--- config.mk ---
export PLATFORM = sky130hd
export DESIGN_NAME = reg_bus_sequencer
export DESIGN_NICKNAME = d
export VERILOG_FILES = /design/src/rtl/reg_bus_sequencer.sv
export SDC_FILE = /design/constraint.sdc
export NUM_CORES = 1
export LEC_CHECK = 0
export BUFFER_PORTS_ARGS = -buffer_cell sky130_fd_sc_hd__buf_2
export CAP_MARGIN = 20
export CELL_PAD_IN_SITES_DETAIL_PLACEMENT = 2
export CELL_PAD_IN_SITES_GLOBAL_PLACEMENT = 2
export CORE_AREA = 2 2 75 77
export DETAILED_ROUTE_END_ITERATION = 10
export DIE_AREA = 0 0 77 79
export PLACE_DENSITY = 0.8
export SLEW_MARGIN = 0
export SYNTH_ARGS = -nofsm -noshare
export SYNTH_HDL_FRONTEND = slang
export SYNTH_SLANG_ARGS = --single-unit
export TNS_END_PERCENT = 20
--- constraint.sdc ---
create_clock -name clk -period 2.5 [get_ports clk]
set_input_delay 0.5 -clock clk [delete_from_list [all_inputs] [get_ports clk]]
set_output_delay 0.5 -clock clk [all_outputs]
set_load 0.1 [all_outputs]
--- src/rtl/reg_bus_sequencer.sv ---
// Round-robin sequencer for register-to-register moves on the shared internal bus.
// Optional immediate moves are enabled by defining XFER_IMM_EN.
module reg_bus_sequencer #(
  parameter int NREG   = 8,
  parameter int IDX_W  = 3,
  parameter int DATA_W = 8
) (
  input  logic              clk,
  input  logic              reset,
  input  logic              a_valid,
  output logic              a_ready,
  input  logic [IDX_W-1:0]  a_src,
  input  logic [IDX_W-1:0]  a_dst,
  input  logic              a_imm,
  input  logic [DATA_W-1:0] a_data,
  input  logic              b_valid,
  output logic              b_ready,
  input  logic [IDX_W-1:0]  b_src,
  input  logic [IDX_W-1:0]  b_dst,
  input  logic              b_imm,
  input  logic [DATA_W-1:0] b_data,
  output logic [NREG-1:0]   en_o,
  output logic [NREG-1:0]   ld_o,
  output logic [DATA_W-1:0] bus_o,
  output logic              bus_drv_o,
  output logic              busy_o,
  output logic              done_o,
  output logic              done_id_o,
  output logic              err_o
);

  // Handshake: a command transfers in a cycle where valid && ready; ready is
  // only raised in IDLE, and the command fields are ignored once accepted.
  typedef enum logic [1:0] {IDLE, DRIVE, LOAD} state_t;

  state_t state, state_n;
  logic last_grant, last_grant_n;
  logic [IDX_W-1:0] cmd_src, cmd_src_n, cmd_dst, cmd_dst_n;
  logic cmd_imm, cmd_imm_n, cmd_id, cmd_id_n;
  logic [DATA_W-1:0] cmd_data, cmd_data_n;
  logic [NREG-1:0] en_n, ld_n;
  logic [DATA_W-1:0] bus_q, bus_n;
  logic drv_q, drv_n, busy_n, done_n, id_n, err_n;

  logic grant, gid, sel_imm, bad;
  logic [IDX_W-1:0] sel_src, sel_dst;
  logic [DATA_W-1:0] sel_data;
  logic a_imm_eff, b_imm_eff;
  logic [DATA_W-1:0] a_data_eff, b_data_eff;

  function automatic logic [NREG-1:0] onehot(input logic [IDX_W-1:0] idx);
    onehot = NREG'(1) << idx;
  endfunction

  always_comb begin
    state_n      = state;
    last_grant_n = last_grant;
    cmd_src_n    = cmd_src;
    cmd_dst_n    = cmd_dst;
    cmd_imm_n    = cmd_imm;
    cmd_data_n   = cmd_data;
    cmd_id_n     = cmd_id;
    en_n         = '0;
    ld_n         = '0;
    bus_n        = '0;
    drv_n        = 1'b0;
    busy_n       = 1'b0;
    done_n       = 1'b0;
    err_n        = 1'b0;
    id_n         = done_id_o;
    grant        = 1'b0;
    gid          = 1'b0;
    a_ready      = 1'b0;
    b_ready      = 1'b0;
    sel_src      = a_src;
    sel_dst      = a_dst;
    sel_imm      = a_imm_eff;
    sel_data     = a_data_eff;
    bad          = 1'b0;
    case (state)
      IDLE: begin
        // The requester that did not win last time gets priority on contention.
        if (a_valid && (!b_valid || last_grant)) begin
          grant = 1'b1;
          gid   = 1'b0;
        end else if (b_valid) begin
          grant = 1'b1;
          gid   = 1'b1;
        end
        a_ready = grant && !gid;
        b_ready = grant && gid;
        if (gid) begin
          sel_src  = b_src;
          sel_dst  = b_dst;
          sel_imm  = b_imm_eff;
          sel_data = b_data_eff;
        end
        if (sel_imm)
          bad = int'(sel_dst) >= NREG;
        else
          bad = (sel_src == sel_dst) || (int'(sel_src) >= NREG) || (int'(sel_dst) >= NREG);
        if (grant) begin
          last_grant_n = gid;
          cmd_src_n    = sel_src;
          cmd_dst_n    = sel_dst;
          cmd_imm_n    = sel_imm;
          cmd_data_n   = sel_data;
          cmd_id_n     = gid;
          if (bad) begin
            err_n = 1'b1;
            id_n  = gid;
          end else begin
            state_n = DRIVE;
            busy_n  = 1'b1;
            en_n    = sel_imm ? '0 : onehot(sel_src);
            drv_n   = sel_imm;
            bus_n   = sel_imm ? sel_data : '0;
          end
        end
      end
      DRIVE: begin
        state_n = LOAD;
        busy_n  = 1'b1;
        en_n    = cmd_imm ? '0 : onehot(cmd_src);
        ld_n    = onehot(cmd_dst);
        drv_n   = cmd_imm;
        bus_n   = cmd_imm ? cmd_data : '0;
      end
      LOAD: begin
        state_n = IDLE;
        done_n  = 1'b1;
        id_n    = cmd_id;
      end
      default: state_n = IDLE;
    endcase
  end

  // Outputs are registered from next-state values so they align with state.
  always_ff @(posedge clk) begin
    if (reset) begin
      state      <= IDLE;
      last_grant <= 1'b1;
      cmd_src    <= '0;
      cmd_dst    <= '0;
      cmd_imm    <= 1'b0;
      cmd_data   <= '0;
      cmd_id     <= 1'b0;
      en_o       <= '0;
      ld_o       <= '0;
      bus_q      <= '0;
      drv_q      <= 1'b0;
      busy_o     <= 1'b0;
      done_o     <= 1'b0;
      done_id_o  <= 1'b0;
      err_o      <= 1'b0;
    end else begin
      state      <= state_n;
      last_grant <= last_grant_n;
      cmd_src    <= cmd_src_n;
      cmd_dst    <= cmd_dst_n;
      cmd_imm    <= cmd_imm_n;
      cmd_data   <= cmd_data_n;
      cmd_id     <= cmd_id_n;
      en_o       <= en_n;
      ld_o       <= ld_n;
      bus_q      <= bus_n;
      drv_q      <= drv_n;
      busy_o     <= busy_n;
      done_o     <= done_n;
      done_id_o  <= id_n;
      err_o      <= err_n;
    end
  end

`ifdef XFER_IMM_EN
  assign a_imm_eff  = a_imm;
  assign b_imm_eff  = b_imm;
  assign a_data_eff = a_data;
  assign b_data_eff = b_data;
  assign bus_o      = bus_q;
  assign bus_drv_o  = drv_q;
`else
  logic unused_imm;
  assign a_imm_eff  = 1'b0;
  assign b_imm_eff  = 1'b0;
  assign a_data_eff = '0;
  assign b_data_eff = '0;
  assign bus_o      = '0;
  assign bus_drv_o  = 1'b0;
  assign unused_imm = ^{a_imm, b_imm, a_data, b_data, bus_q, drv_q};
`endif

endmodule
* Word level (Yosys, flattened, before mapping)
Index checks and enable logic that the tools add are counted.
** Cells by class
- $add $sub $neg :: 0
- Multipliers :: 0
- Div/mod/pow operators :: 0
- $lt $le $gt $ge :: 0
- Equality and inequality tests :: 6
- Shifts and indexed selects :: 3
- Muxes and demuxes :: 30
- Bitwise gates (word level) :: 3
- Reduce and logical (&&, ||, !) cells :: 13
** Operators with widths (number)
- $mux W8 :: 4
- $shl A1 B3 Y8 const A :: 3
- $mux W1 :: 16
- $pmux W8 S2 :: 1
- $mux W3 :: 4
- $ne A2 B2 Y1 const B :: 3
- $mux W2 :: 2
- $pmux W1 S2 :: 2
- $pmux W2 S2 :: 1
- $reduce_and A2 Y1 :: 2
- $eq A3 B3 Y1 :: 1
- $logic_and A1 B1 Y1 :: 3
- $not A1 Y1 :: 3
- $reduce_and A3 Y1 :: 1
- $reduce_or A3 Y1 :: 1
- $eq A2 B1 Y1 const B :: 1
- $eq A2 B2 Y1 const B :: 1
- $logic_not A1 Y1 :: 2
- $logic_not A2 Y1 :: 1
- $reduce_bool A2 Y1 :: 1
- $reduce_or A2 Y1 :: 1
- $logic_or A1 B1 Y1 :: 1
** Word-level totals
- Register bits after elaboration :: 31
- Bits in latches :: 0
- Bits in writable memories :: 0
- ROM bits :: 0
- Output and inout bits :: 31
- Word-level logic and storage cells :: 67
- Memories kept :: 0

* Logic depth before layout (Yosys ltp)
Gate-level depths: netlist of run 1.
- Word-level depth :: 13
- Gate-level depth with buffers :: 5

* Worst setup path before layout of run 1
No wires, ideal clock.
- Kind :: register to output
- Start point :: reg state[1]
- End point :: out a_ready
- Arrival time :: 1.998 ns
- Required time :: 2.000 ns
- Setup slack :: 0.002 ns
- Stages on the path, launching flop included :: 5
- Cells stage by stage :: dfxtp_1 > buf_4 > nor2_1 > nand2_1 > nor2_1
** Between the ends
- Longest elaborated chain between the ends :: 2
** RTL lines
- start, declared :: RTL line 36 : state_t state, state_n;
- start signal, assigned :: RTL line 157 : state <= state_n;
- $logic_not A2 Y1 :: RTL line 80 : case (state)
- $mux W1 :: RTL line 80
- end, declared :: RTL line 11 : output logic a_ready,
Every way passes these cells.

* Worst setup path after layout of run 1
- Start point :: reg state[0]
- End point :: out a_ready
Same word-level chain as after synthesis.

==> run metrics, run 1 <==
CP Data Arrival Time 1.64 ns; fin. max-slew vios 0; f_max about 470 MHz; layout cell share with drive strength beyond 1 0.2849; Gate power share 0.293; final period utilization 0.8540; vias per cell 4.663; CTS Buf Count 5; Mapped Avg Cell Area 9.249 sq um; Die Span Y 79 microns; hold slack 0.4932 ns; Yosys top cell by area dfxtp_1; # DRC 0; clock-pin slew on the worst setup and hold paths 0.06 ns; initial antenna violation count 0; core area 0.005338 sq mm; Hold Path Class flop to flop; cell count after placement roughly 250; Nets 220; P&R area growth vs syn 21.94%; Max IR drop VDD 170.6 uV; CTS tree done; Netlist cell types 38; Psw 0.0004878 W; ANT cells 0; Flop pwr share 0.423; H-tree Lvls 2; crit-path cells nor2_1 -> nand2_1 -> nor2_1 -> buf_2; PwrDens between 700 and 800 mW/mm^2; total global routing overflow 0; Post-synth EDFFs 0; crit path max fanout 10; clk root buf clkbuf_8; largest net degree at the start of global routing 18; post-layout util 0.3127; routability cong. ~0.73; XOR/XNOR Fraction of Synth Area 0.03839; Synth Area in Simple Gates 0.2642; CP Data Required Time 2.00 ns; Synth Flop Type dfxtp_1; drt first-iter violations 36; Yosys reg bits 30; routed via count 1203; setup bufs post-CTS 0; largest family of logic cells by synthesized area simple AND/OR/NAND/NOR gates; Final Setup Violations 0; status complete, no violations; post-synthesis async set-or-reset flop share 0; most frequent cell on the critical path nor2_1; Clock Power Share 0.283; mux contribution to synthesized area 0.02468; compound-gate portion of the synthesized area 0.1472; Buffers on Ports 37; synthesized-area fraction occupied by adder cells 0; hpwl dp ~2700 microns; CP startpoint state[0]; Lkg Pwr 0.7022 nW; Die Wd 77 microns; worst-skew pair later-pin latency 0.28 ns; CTS max path bufs 2; DRT Pass-1 Iters 4; Power Total approximately 0.0013 W; Setup Skew 0.004162 ns; Hold Buf Count CTS 0; share of the synthesized area in the top cell type 0.4388; unrepaired setup endpoints after global routing no; internal power about 0.00079 W; max_cap viols 0; final hold vios 0; main area contributors after synthesis dfxtp_1, buf_4, nor2_1; switching share of power 0.3821; Total Routed Length 3635 microns; overall global routing resource usage 0.1313; slew at the pin with the worst max-slew slack approximately 0.53 ns; setup TNS 0 ns; Critical Path End Type output pin; CP max-delay cell dfxtp_1; Routed Antenna Nets 0; post-cts resize count 0; hold path startpoint cmd_id; Die ar. 0.006083 sq mm; fin cells about 260; post-DR wirelength/cell 14.09 microns; vias in the first global route 1198; # rows 27; final-layout fill cell count 650; first-pass GRT wire length 6258 microns; mapped cell area 0.001369 sq mm; Worst R2R Start last_grant; Syn. warnings 0; slowest stage delay, CP 0.44 ns; register area share after synthesis 0.4388; min Tclk post-route 2.135 ns; Startpoint Class flop; initial core utilization 0.2564; io pins 65; # clock sinks 30; Setup CP Type flop to output pin; Worst slew margin 0.6423; Syn Inst Count 148
-- critical path, delay by kind of cell, from the launching register on --
family | cells | cell delay, ns
buf+inv | 1 | 0.43
simple gates | 3 | 0.48
flops | 1 | 0.44
-- power by group through the flow --
stage	logic (W)	clock network (W)	registers, W
4_1_cts	0.000376	0.000371	0.000541
3_3_place_gp	0.000366	0	0.000548
2_1_floorplan	0.000230	0	0.000629
6_report	0.000374	0.000362	0.000540
5_1_grt	0.000400	0.000404	0.000545
3_5_place_dp	0.000372	0	0.000550
-- logic make-up (layout without fill, tap and decap cells) --
group / Yosys count / in the layout
buf+inv: 17 / 47
mux: 2 / 2
xor+xnor: 6 / 6
compound gates: 28 / 28
simple gates: 64 / 64
other cells: 1 / 9
flops: 30 / 30
-- final timing paths --
path	to	cells after the start	slack, ns
hold reg to reg	cmd_id	2	0.49
setup reg to reg	en_o[1]	4	0.99
hold / removal	cmd_id	2	0.49
setup / recovery	a_ready	4	0.36
-- cell type report --
class	instances	area, sq um	share of cell area
multi-input combinational	109	683.2	0.4093
sequential	30	600.6	0.3598
timing repair buffer	39	215.2	0.1289
tap	72	90.09	0.05397
clock buffer	7	76.32	0.04573
inverter	1	3.754	0.002249
-- synthesized netlist by cell type (2+ instances only) --
cell type,count
o22ai_1,6
nand2b_1,4
nand3_1,2
nand3b_1,3
o21ai_0,5
o32ai_1,3
clkbuf_1,2
and3_1,3
nand2_1,16
dfxtp_1,30
nor3b_1,5
xnor2_1,6
buf_4,11
nand4_2,2
nor3_1,5
buf_2,2
a211oi_1,2
nor2_1,17
a311oi_1,5
-- flip-flops by register name, summed over array words and instances (netlist names) --
| signal | cells |
|---|---|
| done_id_o | 1 |
| state | 2 |
| last_grant | 1 |
| en_o | 8 |
| cmd_src | 3 |
| cmd_dst | 3 |
| ld_o | 8 |
| err_o | 1 |
| done_o | 1 |
| cmd_id | 1 |
| busy_o | 1 |
-- stage by stage --
step | instance area [sq um] | setup WS, ns
floorplan | 1399 | 0.001894
detailed placement | 1593 | 0.6471
CTS | 1669 | 0.3427
global route | 1669 | 0.2358
global placement | 1593 | 0.6733
finish | 1669 | 0.3649
-- metal layers --
metal  global-route usage  part of all wire  wire (microns)  vias to the layer above
li1                     -                 -               -                      583
met1               0.1671              0.46            1670                      579
met2               0.2140              0.47            1715                       33
met3              0.03864             0.053             191                        8
met4              0.04286             0.016              57                        0
met5                    0                 0               0                        -
-- cell usage in the layout (no fill, tap or decap), types with 3 or more instances in the layout --
cell      count
nor3_1        5
o22ai_1       6
a311oi_1      5
nand3b_1      3
nand2b_1      4
nor2_1       17
conb_1        9
and3_1        3
o32ai_1       3
o21ai_0       5
nand2_1      16
buf_2        36
nor3b_1       5
xnor2_1       6
clkbuf_8      5
dfxtp_1      30
No activity file was read; power rests on OpenSTA's default activity.
==> run 2, diff against run 1 <==
PLACE_DENSITY = default   (was 0.8)
PLACE_DENSITY_LB_ADDON = 0.3   (was default)
==> run 2 against run 1 <==
- cell area increased by 1.9%
- critical endpoint unchanged
- via count decreased by 2.9%
- routed wire length increased by 0.36%
- count of clock-buffer cells in the layout decreased by 2
- setup slack got worse by 0.083 ns
- clock skew increased by 0.0047 ns
- largest cell class unchanged
- fmax decreased by 3.7%
==> run metrics, run 2 (synthesis results as in run 1) <==
Hold Buf Count CTS 0 (unchanged); largest net degree at the start of global routing 18 (unchanged); PwrDens 815.2 mW/mm^2 (+6.6%); initial core utilization 0.2564 (unchanged); routability cong. 0.7621 (+3.8%); min Tclk post-route 2.218 ns (+0.08280 ns); crit path max fanout 10 (unchanged); drt first-iter violations 45 (+25%); Worst Reg-to-Reg Cells 4 (unchanged); Gate power share 0.269 (-0.024); Flop pwr share 0.390 (-0.033); Die Span Y 79 microns (unchanged); CP Data Arrival Time 1.72 ns (+0.08 ns); status complete, no violations; setup TNS 0 ns (unchanged); clk root buf clkbuf_8; unrepaired setup endpoints after global routing no; initial antenna violation count 0 (unchanged); Buffers on Ports 37 (unchanged); hold slack 0.5037 ns (+0.01046 ns); Nets 220 (unchanged); hold path startpoint b_dst[0]; CTS max path bufs 2 (unchanged); clock-pin slew on the worst setup and hold paths 0.07 ns (about the same); fin. max-slew vios 0 (unchanged); top flop regs en_o (8), ld_o (8); met2 GRT Util 0.2272 (+0.01316); CTS tree done; slew at the pin with the worst max-slew slack 0.5008 ns (-0.03402 ns); Setup CP Type flop to output pin; setup bufs post-CTS 0 (unchanged); worst-skew pair later-pin latency 0.28 ns (about the same); CTS Buf Count 5 (unchanged); internal power 0.0008903 W (+13%); Worst R2R Start last_grant; vias per cell 4.510 (-3.3%); H-tree Lvls 2 (unchanged); layout cell share with drive strength beyond 1 0.2995 (+0.01452); first-pass GRT wire length 6154 microns (-1.7%); Total Routed Length 3648 microns (+0.36%); post-DR wirelength/cell 14.08 microns (about the same); total global routing overflow 0 (unchanged); CP startpoint state[0]; GRT met3 Usage 0.03977 (+0.001136); P&R area growth vs syn 24.31%; Top Usage Layer GRT met2; Worst Setup EP a_ready; switching share of power 0.3583 (-0.02388); post-cts resize count 0 (unchanged); # DRC 0 (unchanged); # rows 27 (unchanged); most frequent cells in the layout buf_2, dfxtp_1, nor2_1; Hold Path Class primary input to flop; M1 GR Usage 0.1489 (-0.01826); max_cap viols 0 (unchanged); cell count after placement 251 (unchanged); DRT Pass-1 Iters 4 (unchanged); ANT cells 0 (unchanged); most common cell after layout, fill and taps aside buf_2; Psw 0.0004970 W (+1.9%); fin area 0.001702 sq mm (+1.9%); fin cells 259 (+0.39%); R2R Setup Slk 0.96 ns (-0.03 ns); Worst slew margin 0.6650 (+0.02275); f_max 450.9 MHz (-3.7%); io pins 65 (unchanged); Die Wd 77 microns (unchanged); final period utilization 0.8872 (+0.03312); hpwl dp 2914 microns (+8.1%); Setup Skew 0.008902 ns (+0.004740 ns); overall global routing resource usage 0.1310 (-0.0002431); reg-to-reg endpoint en_o[1]; final hold vios 0 (unchanged); dpl cell area 0.001593 sq mm (unchanged); Critical Path End Type output pin; vias in the first global route 1200 (+0.17%); Max IR drop VDD 226.1 uV (+33%); core area 0.005338 sq mm (unchanged); Clock Power Share 0.342 (+0.059); Lkg Pwr 0.7218 nW (+2.8%); # clock sinks 30 (unchanged); Power Total 0.001387 W (+8.7%); routed via count 1168 (-2.9%); Final Setup Violations 0 (unchanged); Startpoint Class flop; Die ar. 0.006083 sq mm (unchanged); CP Data Required Time 2.00 ns (about the same); Routed Antenna Nets 0 (unchanged)
[run 2: changes by cell type in the layout (fill, tap and decap cells not counted)]
cell / delta
clkbuf_1: -2
bufinv_16: +1
clkinv_2: +2
[run 2: stage by stage]
stage / setup slack, ns / utilization
2_1_floorplan: 0.001894 / -
6_report: 0.2821 / 0.3188
5_1_grt: 0.1435 / 0.3188
3_3_place_gp: 0.6679 / 0.2984
3_5_place_dp: 0.5731 / 0.2984
4_1_cts: 0.2546 / 0.3188
[run 2: critical path, stage by stage, from the launching register on]
cell	delay, ns
dfxtp_1	0.44
nor2_1	0.28
nand2_1	0.14
nor2_1	0.13
buf_2	0.44
[run 2: metal layers]
layer / wire length (microns) / vias up
li1: - / 580
met1: 1644 / 543
met2: 1702 / 38
met3: 225 / 7
met4: 75 / 0
met5: 0 / -
[run 2: final cells by class]
class | instances | area [sq um]
clock buffers | 5 | 68.82
flip-flops and latches | 30 | 600.6
inverters | 1 | 3.754
fillers | 642 | 3636
multi-input cells | 109 | 683.2
repair buffers | 39 | 215.2
well taps | 72 | 90.09
clock inverters | 3 | 40.04
[run 2: how the worst min path moves through the flow]
| stage | slack, ns | to | cells past startpoint |
|---|---|---|---|
| 6_report | 0.50 | cmd_dst[0] | 3 |
| 5_1_grt | 0.52 | cmd_dst[0] | 3 |
| 4_1_cts | 0.49 | cmd_dst[0] | 3 |
| 3_5_place_dp | 0.50 | cmd_id | 2 |
| 3_3_place_gp | 0.47 | cmd_id | 2 |
| 2_1_floorplan | 0.45 | cmd_id | 2 |
[run 2: power groups by stage]
stage                     logic [W]  clock network [W]  registers (W)
after floorplan            0.000230                  0       0.000629
after global placement     0.000365                  0       0.000548
after detailed placement   0.000375                  0       0.000551
after CTS                  0.000376           0.000488       0.000540
after global routing       0.000398           0.000508       0.000545
final                      0.000373           0.000474       0.000540
